===== src/rtl/rv32_pkg.sv =====
// RV32I load/store shared definitions: funct3 codes, LSU state encoding
// and request legality helpers.
package rv32_pkg;

  localparam logic [2:0] F3_B  = 3'b000;
  localparam logic [2:0] F3_H  = 3'b001;
  localparam logic [2:0] F3_W  = 3'b010;
  localparam logic [2:0] F3_BU = 3'b100;
  localparam logic [2:0] F3_HU = 3'b101;

  typedef enum logic [1:0] {
    IDLE,
    REQ,
    WAIT_R,
    WB
  } lsu_state_t;

  function automatic logic f3_legal(
    input logic       load,
    input logic [2:0] f3
  );
    if (load)
      return (f3 == F3_B) || (f3 == F3_H) ||
             (f3 == F3_W) || (f3 == F3_BU) ||
             (f3 == F3_HU);
    return f3 < 3'b011;
  endfunction

  function automatic logic misaligned(
    input logic [2:0] f3,
    input logic [1:0] off
  );
    unique case (1'b1)
      f3[1:0] == 2'b01: return off[0];
      f3[1:0] == 2'b10: return off != 2'b00;
      default:          return 1'b0;
    endcase
  endfunction

endpackage


===== src/rtl/lsu_load_align.sv =====
// Load data alignment: picks byte/half from the read word and extends it.
// Ports: rdata (memory word), off (addr[1:0]), funct3 -> ext (WIDTH).
module lsu_load_align
  import rv32_pkg::*;
#(
  parameter int WIDTH = 32
) (
  input  logic [WIDTH-1:0] rdata,
  input  logic [1:0]       off,
  input  logic [2:0]       funct3,
  output logic [WIDTH-1:0] ext
);

  logic [WIDTH-1:0] sh;

  assign sh = rdata >> {off, 3'b000};

  always_comb begin
    ext = sh;
    unique case (funct3)
      F3_B:    ext = {{(WIDTH-8){sh[7]}}, sh[7:0]};
      F3_H:    ext = {{(WIDTH-16){sh[15]}}, sh[15:0]};
      F3_BU:   ext = {{(WIDTH-8){1'b0}}, sh[7:0]};
      F3_HU:   ext = {{(WIDTH-16){1'b0}}, sh[15:0]};
      default: ext = sh;
    endcase
  end

endmodule


===== src/rtl/load_store_unit.sv =====
// RV32I load/store unit: request handshake, data-memory valid/ready
// access, load alignment and one regfile write per load.
module load_store_unit
  import rv32_pkg::*;
#(
  parameter int WIDTH = 32
) (
  input  logic             clk,
  input  logic             rst_n,
  input  logic             req_valid,
  output logic             req_ready,
  input  logic             req_load,
  input  logic [2:0]       req_funct3,
  input  logic [WIDTH-1:0] req_addr,
  input  logic [WIDTH-1:0] req_wdata,
  input  logic [4:0]       req_rd,
  output logic             mem_valid,
  input  logic             mem_ready,
  output logic             mem_we,
  output logic [WIDTH-1:0] mem_addr,
  output logic [3:0]       mem_wstrb,
  output logic [WIDTH-1:0] mem_wdata,
  input  logic             mem_rvalid,
  input  logic [WIDTH-1:0] mem_rdata,
  output logic             wb_we,
  output logic [4:0]       wb_addr,
  output logic [WIDTH-1:0] wb_data,
  output logic             done,
  output logic             err
);

  lsu_state_t       state;
  lsu_state_t       state_nxt;
  logic             load_q;
  logic [2:0]       f3_q;
  logic [1:0]       off_q;
  logic [4:0]       rd_q;
  logic [WIDTH-3:0] waddr_q;
  logic [3:0]       strb_q;
  logic [WIDTH-1:0] wdata_q;
  logic [WIDTH-1:0] wb_data_q;
  logic             sdone_q;
  logic             err_q;
  logic             accept;
  logic             bad;
  logic [3:0]       strb_c;
  logic [WIDTH-1:0] lane_c;
  logic [WIDTH-1:0] ext;
  logic             in_req;
  logic             in_wb;

  assign in_req    = state == REQ;
  assign in_wb     = state == WB;
  assign req_ready = rst_n & (state == IDLE);
  assign accept    = req_valid & req_ready;
  assign bad       = ~f3_legal(req_load, req_funct3) |
                     misaligned(req_funct3, req_addr[1:0]);

  always_comb begin
    strb_c = 4'b0000;
    lane_c = '0;
    if (!req_load) begin
      unique case (req_funct3[1:0])
        2'b00: begin
          strb_c = 4'b0001 << req_addr[1:0];
          lane_c = {4{req_wdata[7:0]}};
        end
        2'b01: begin
          strb_c = req_addr[1] ? 4'b1100 : 4'b0011;
          lane_c = {2{req_wdata[15:0]}};
        end
        default: begin
          strb_c = 4'b1111;
          lane_c = req_wdata;
        end
      endcase
    end
  end

  always_comb begin
    state_nxt = state;
    unique case (state)
      IDLE:    if (accept && !bad) state_nxt = REQ;
      REQ:     if (mem_ready) state_nxt = load_q ? WAIT_R : IDLE;
      WAIT_R:  if (mem_rvalid) state_nxt = WB;
      default: state_nxt = IDLE;
    endcase
  end

  always_ff @(posedge clk or negedge rst_n) begin
    if (!rst_n) begin
      state     <= IDLE;
      load_q    <= 1'b0;
      f3_q      <= 3'b000;
      off_q     <= 2'b00;
      rd_q      <= 5'd0;
      waddr_q   <= '0;
      strb_q    <= 4'b0000;
      wdata_q   <= '0;
      wb_data_q <= '0;
      sdone_q   <= 1'b0;
      err_q     <= 1'b0;
    end else begin
      state   <= state_nxt;
      err_q   <= accept & bad;
      sdone_q <= in_req & mem_ready & ~load_q;
      if (accept && !bad) begin
        load_q  <= req_load;
        f3_q    <= req_funct3;
        off_q   <= req_addr[1:0];
        rd_q    <= req_rd;
        waddr_q <= req_addr[WIDTH-1:2];
        strb_q  <= strb_c;
        wdata_q <= lane_c;
      end
      if (state == WAIT_R && mem_rvalid)
        wb_data_q <= ext;
    end
  end

  lsu_load_align #(.WIDTH(WIDTH)) u_align (
    .rdata  (mem_rdata),
    .off    (off_q),
    .funct3 (f3_q),
    .ext    (ext)
  );

  // Memory-side outputs are qualified by REQ so they read 0 when idle.
  assign mem_valid = in_req;
  assign mem_we    = in_req & ~load_q;
  assign mem_addr  = in_req ? {waddr_q, 2'b00} : '0;
  assign mem_wstrb = in_req ? strb_q : 4'b0000;
  assign mem_wdata = in_req ? wdata_q : '0;

  assign wb_we   = in_wb & (rd_q != 5'd0);
  assign wb_addr = in_wb ? rd_q : 5'd0;
  assign wb_data = in_wb ? wb_data_q : '0;
  assign done    = sdone_q | in_wb;
  assign err     = err_q;

endmodule


===== config.mk =====
export PLATFORM = sky130hd
export DESIGN_NAME = load_store_unit
export DESIGN_NICKNAME = d
export VERILOG_FILES = /design/src/rtl/rv32_pkg.sv /design/src/rtl/lsu_load_align.sv /design/src/rtl/load_store_unit.sv
export SDC_FILE = /design/constraint.sdc
export NUM_CORES = 1
export LEC_CHECK = 0
export CORE_MARGIN = 5
export CORE_UTILIZATION = 30
export CTS_BUF_LIST = sky130_fd_sc_hd__clkbuf_8 sky130_fd_sc_hd__clkbuf_16
export DETAILED_ROUTE_END_ITERATION = 6
export GPL_TIMING_DRIVEN = 0
export SYNTH_ARGS = -nofsm -noshare
export SYNTH_HDL_FRONTEND = slang
export SYNTH_HIERARCHICAL = 1
export SYNTH_SLANG_ARGS = --single-unit

===== constraint.sdc =====
create_clock -name clk -period 2.1 [get_ports clk]
set_input_delay 0.42 -clock clk [delete_from_list [all_inputs] [get_ports clk]]
set_output_delay 0.42 -clock clk [all_outputs]
set_load 0.01 [all_outputs]

==> flow_summary.yaml <==
sta:
  finalHoldViolCount: 0
  finalWorstSetupSlack_ns: -0.0435
  worst_hold_slack_ns: 0.00541
  post-route-period-util_pct: 102
  report.final.setup_viol: 23
  grt_setup_unrepaired: "true"
  final_max_slew_viol_count: 0
  tightest_slew_ns: 0.569
  fmax_ghz: 0.467
  clock-skew-final_ns: 0.0115
  slew_headroom_pct: 61.9
  period_minus_slack_ns: 2.14
yosys:
  synth.top_cells.by_count: "113 x dfrtp_1, 90 x mux2_2, 68 x nand2_1, 67 x and2_1, 37 x and3_1"
  yosys_warnings: 6
  synth_top_flop_cell: "dfrtp_1"
  synth.ff_latch_count: 113
  post-synth-top-area-cell: "dfrtp_1"
  synth.top_cells.by_area: "dfrtp_1 46%, mux2_2 16%, and2_1 6.8%, nand2_1 4.1%, and3_1 3.7%"
  synth_area_per_cell_um2: 10.4
  ys_seq_area_share_pct: 45.7
  syn_area_um2: 6190
  post_synth_inst_count: 594
  synthArstFlopShare_pct: 100
  synth_top_area_share_pct: 45.7
  synthMostInstantiatedCell: "dfrtp_1"
  yosys.cell_types.count: 35
  synth_enable_flop_cells: 0
worst_setup_path:
  worst_ep_arrival_time_ns: 1.72
  end_kind: "output port"
  crit_required_ns: 1.68
  critPathMaxFanout: 7
  flop_to_flop_setup_slack_ns: 0.04
  critical_path.startpoint_type: "register"
  type_of_the_setup_path_with_the_least_slack: "reg2out"
grt:
  grt_pass1_vias: 5490
  global_route.usage.total_pct: 17.2
  grtUsageMet1_pct: 22.1
  global_route.peak_usage_layer: "met2"
  initial_antenna_violation_count: 2
  largest_net_degree_at_the_start_of_global_routing: 72
  grt_pass1_wl_um: 32000
  globalRouteMet2Util_pct: 26.7
  gr-total-overflow: 0
  met3_track_usage_gr_pct: 7.59
status:
  violations: "setup timing"
  outcome: "finished with violations"
cts:
  clk_transition_reported_paths_ns: 0.05
  cts_root_buf: "clkbuf_16"
  htreeDepth: 4
  cts-root-to-sink-buffers: 2
  clock_tree_from_tritoncts: "built"
  clkLatencyLatePin_ns: 0.41
  cts.sink_count: 113
  cts_made_buffers: 17
die:
  die_area_um2: 23600
  ioPinCount: 221
  die_height_um: 154
  chipWidth_um: 154
  core_region_area_um2: 20300
  rows: 52
  starting_utilization_of_the_core_area_pct: 30.5
pwr:
  total_power_mw: 12.9
  intPower_mw: 8.75
  switchingPower_mw: 4.19
  clock_power_share_pct: 23.0
  combinationalPowerShare_pct: 47.4
  switching_share_pct: 32.4
  p_leak_nw: 4.96
  power.share.sequential_pct: 29.6
  maximum_vdd_drop_v: 0.000581
  power.density_cell_area_nw_per_um2: 1250
routing:
  drcViolationCount: 0
  routed_wire_length_per_instance_um: 19.1
  wirelength_um: 21900
  number_of_drc_markers_in_iteration_0: 241
  routed_via_density: 4.75
  ant_nets: 0
  vias: 5443
  first_pass_iters: 5
layout:
  layout_cells_sized_above_1_pct: 40.3
  final_cell_count_no_fill: 1146
  fillers: 1839
  num-nets-final: 977
  antennaDiodeCount: 0
  syn_to_final_growth_pct: 67.5
placed_design:
  port_buffers: 218
  dp.cells: 1084
  gp_congestion: 0.841
  detailed_place_hpwl_um: 15000
hold_path:
  hold_path_class: "in2async"
flow_run:
  drv_cap: 0
## final cells by class
class	count	area [um2]	area share (%)
Clock buffer	20	467	4.50
Tap cell	270	338	3.26
Sequential cell	113	2830	27.3
Clock inverter	11	138	1.33
Multi-Input combinational cell	430	3530	34.0
Timing Repair Buffer	251	2560	24.6
Inverter	6	37.5	0.362
Buffer	45	478	4.61
## placed cells by master, fill, tap and decap left out, drive strengths merged, types with 6 or more instances in the layout
master         instances
dfrtp                113
a211oi                14
a31oi                  8
o21ai                 12
nor2                  23
clkinv                 6
buf                  116
mux2i                 20
mux2                 109
a21oi                 29
and2                  67
and3                  37
inv                    6
clkdlybuf4s15         11
clkdlybuf4s50        112
nand2                 68
nor2b                 17
clkbuf                68
## worst paths after layout
| check | startpoint | end | cells past startpoint |
|---|---|---|---|
| worst min register to register | wb_data_q[5] | wb_data_q[5] | 1 |
| max in group asynchronous | rst_n | wdata_q[7] | 2 |
| min in group clk | req_funct3[1] | f3_q[1] | 2 |
| worst max-delay path | state[0] | mem_wdata[4] | 7 |
| worst max register to register | state[0] | wdata_q[31] | 9 |
| worst min-delay path | rst_n | wb_data_q[4] | 2 |
## sequential cells by signal (all words and copies together) (netlist names)
name / cells
wb_data_q: 32
wdata_q: 32
waddr_q: 30
rd_q: 5
strb_q: 4
f3_q: 3
off_q: 2
state: 2
err: 1
load_q: 1
sdone_q: 1
## kinds of logic (layout without fill, tap and decap cells)
family,Yosys count,count (layout),share of synthesized area (%)
and+or+nand+nor,226,226,19.6
muxes,129,129,23.1
DFF,113,113,45.7
AOI/OAI and AO/OA,70,70,7.05
buffers and inverters,52,333,3.96
adders and majority gates,3,3,0.606
other,1,2,0.0606
## power by group through the flow
stage,Combinational [mW],Sequential (mW),Clock (mW)
after detailed placement,4.71,3.76,0
after global routing,6.60,3.96,3.16
after floorplan,2.90,3.59,0
final,6.14,3.83,2.97
after global placement,4.68,3.74,0
after CTS,5.28,3.75,3.04
## routing by layer
layer | part of all wire (%) | vias up | routed length (um)
met4 | 0.91 | 4 | 200
met2 | 46 | 200 | 10100
met3 | 9.4 | 14 | 2070
met1 | 43 | 2639 | 9490
met5 | 0.12 | - | 27
li1 | - | 2586 | -
## through the flow
stage,cell area [um2],setup slack [ns],utilization (%),setup TNS [ns]
after floorplan,6200,0.0101,-,0
after global placement,8720,-5.46,42.9,-936.58
after detailed placement,8750,-1.07,43.1,-104.70
after CTS,9620,-0.131,47.4,-8.82
after global routing,10400,-0.114,51.1,-6.06
final,10400,-0.0435,51.1,-0.461
## worst max-delay path: stages, from the launching register on
cell       delay, ns
dfrtp_2         0.44
buf_12          0.14
nand2_8         0.07
clkinv_8        0.07
clkbuf_16       0.17
clkbuf_16       0.15
and2_4          0.15
buf_6           0.11
## timing repair
item | in CTS | in global routing
resized for setup | 409 | 219
endpoints found under the setup margin | 186 | 156
pin swaps | 11 | 20
endpoints found under the hold margin | 42 | 0
setup buffers | 13 | 7
gates cloned | 4 | 8
hold buffers | 1 | 0
(Power assumes the default switching activity.)
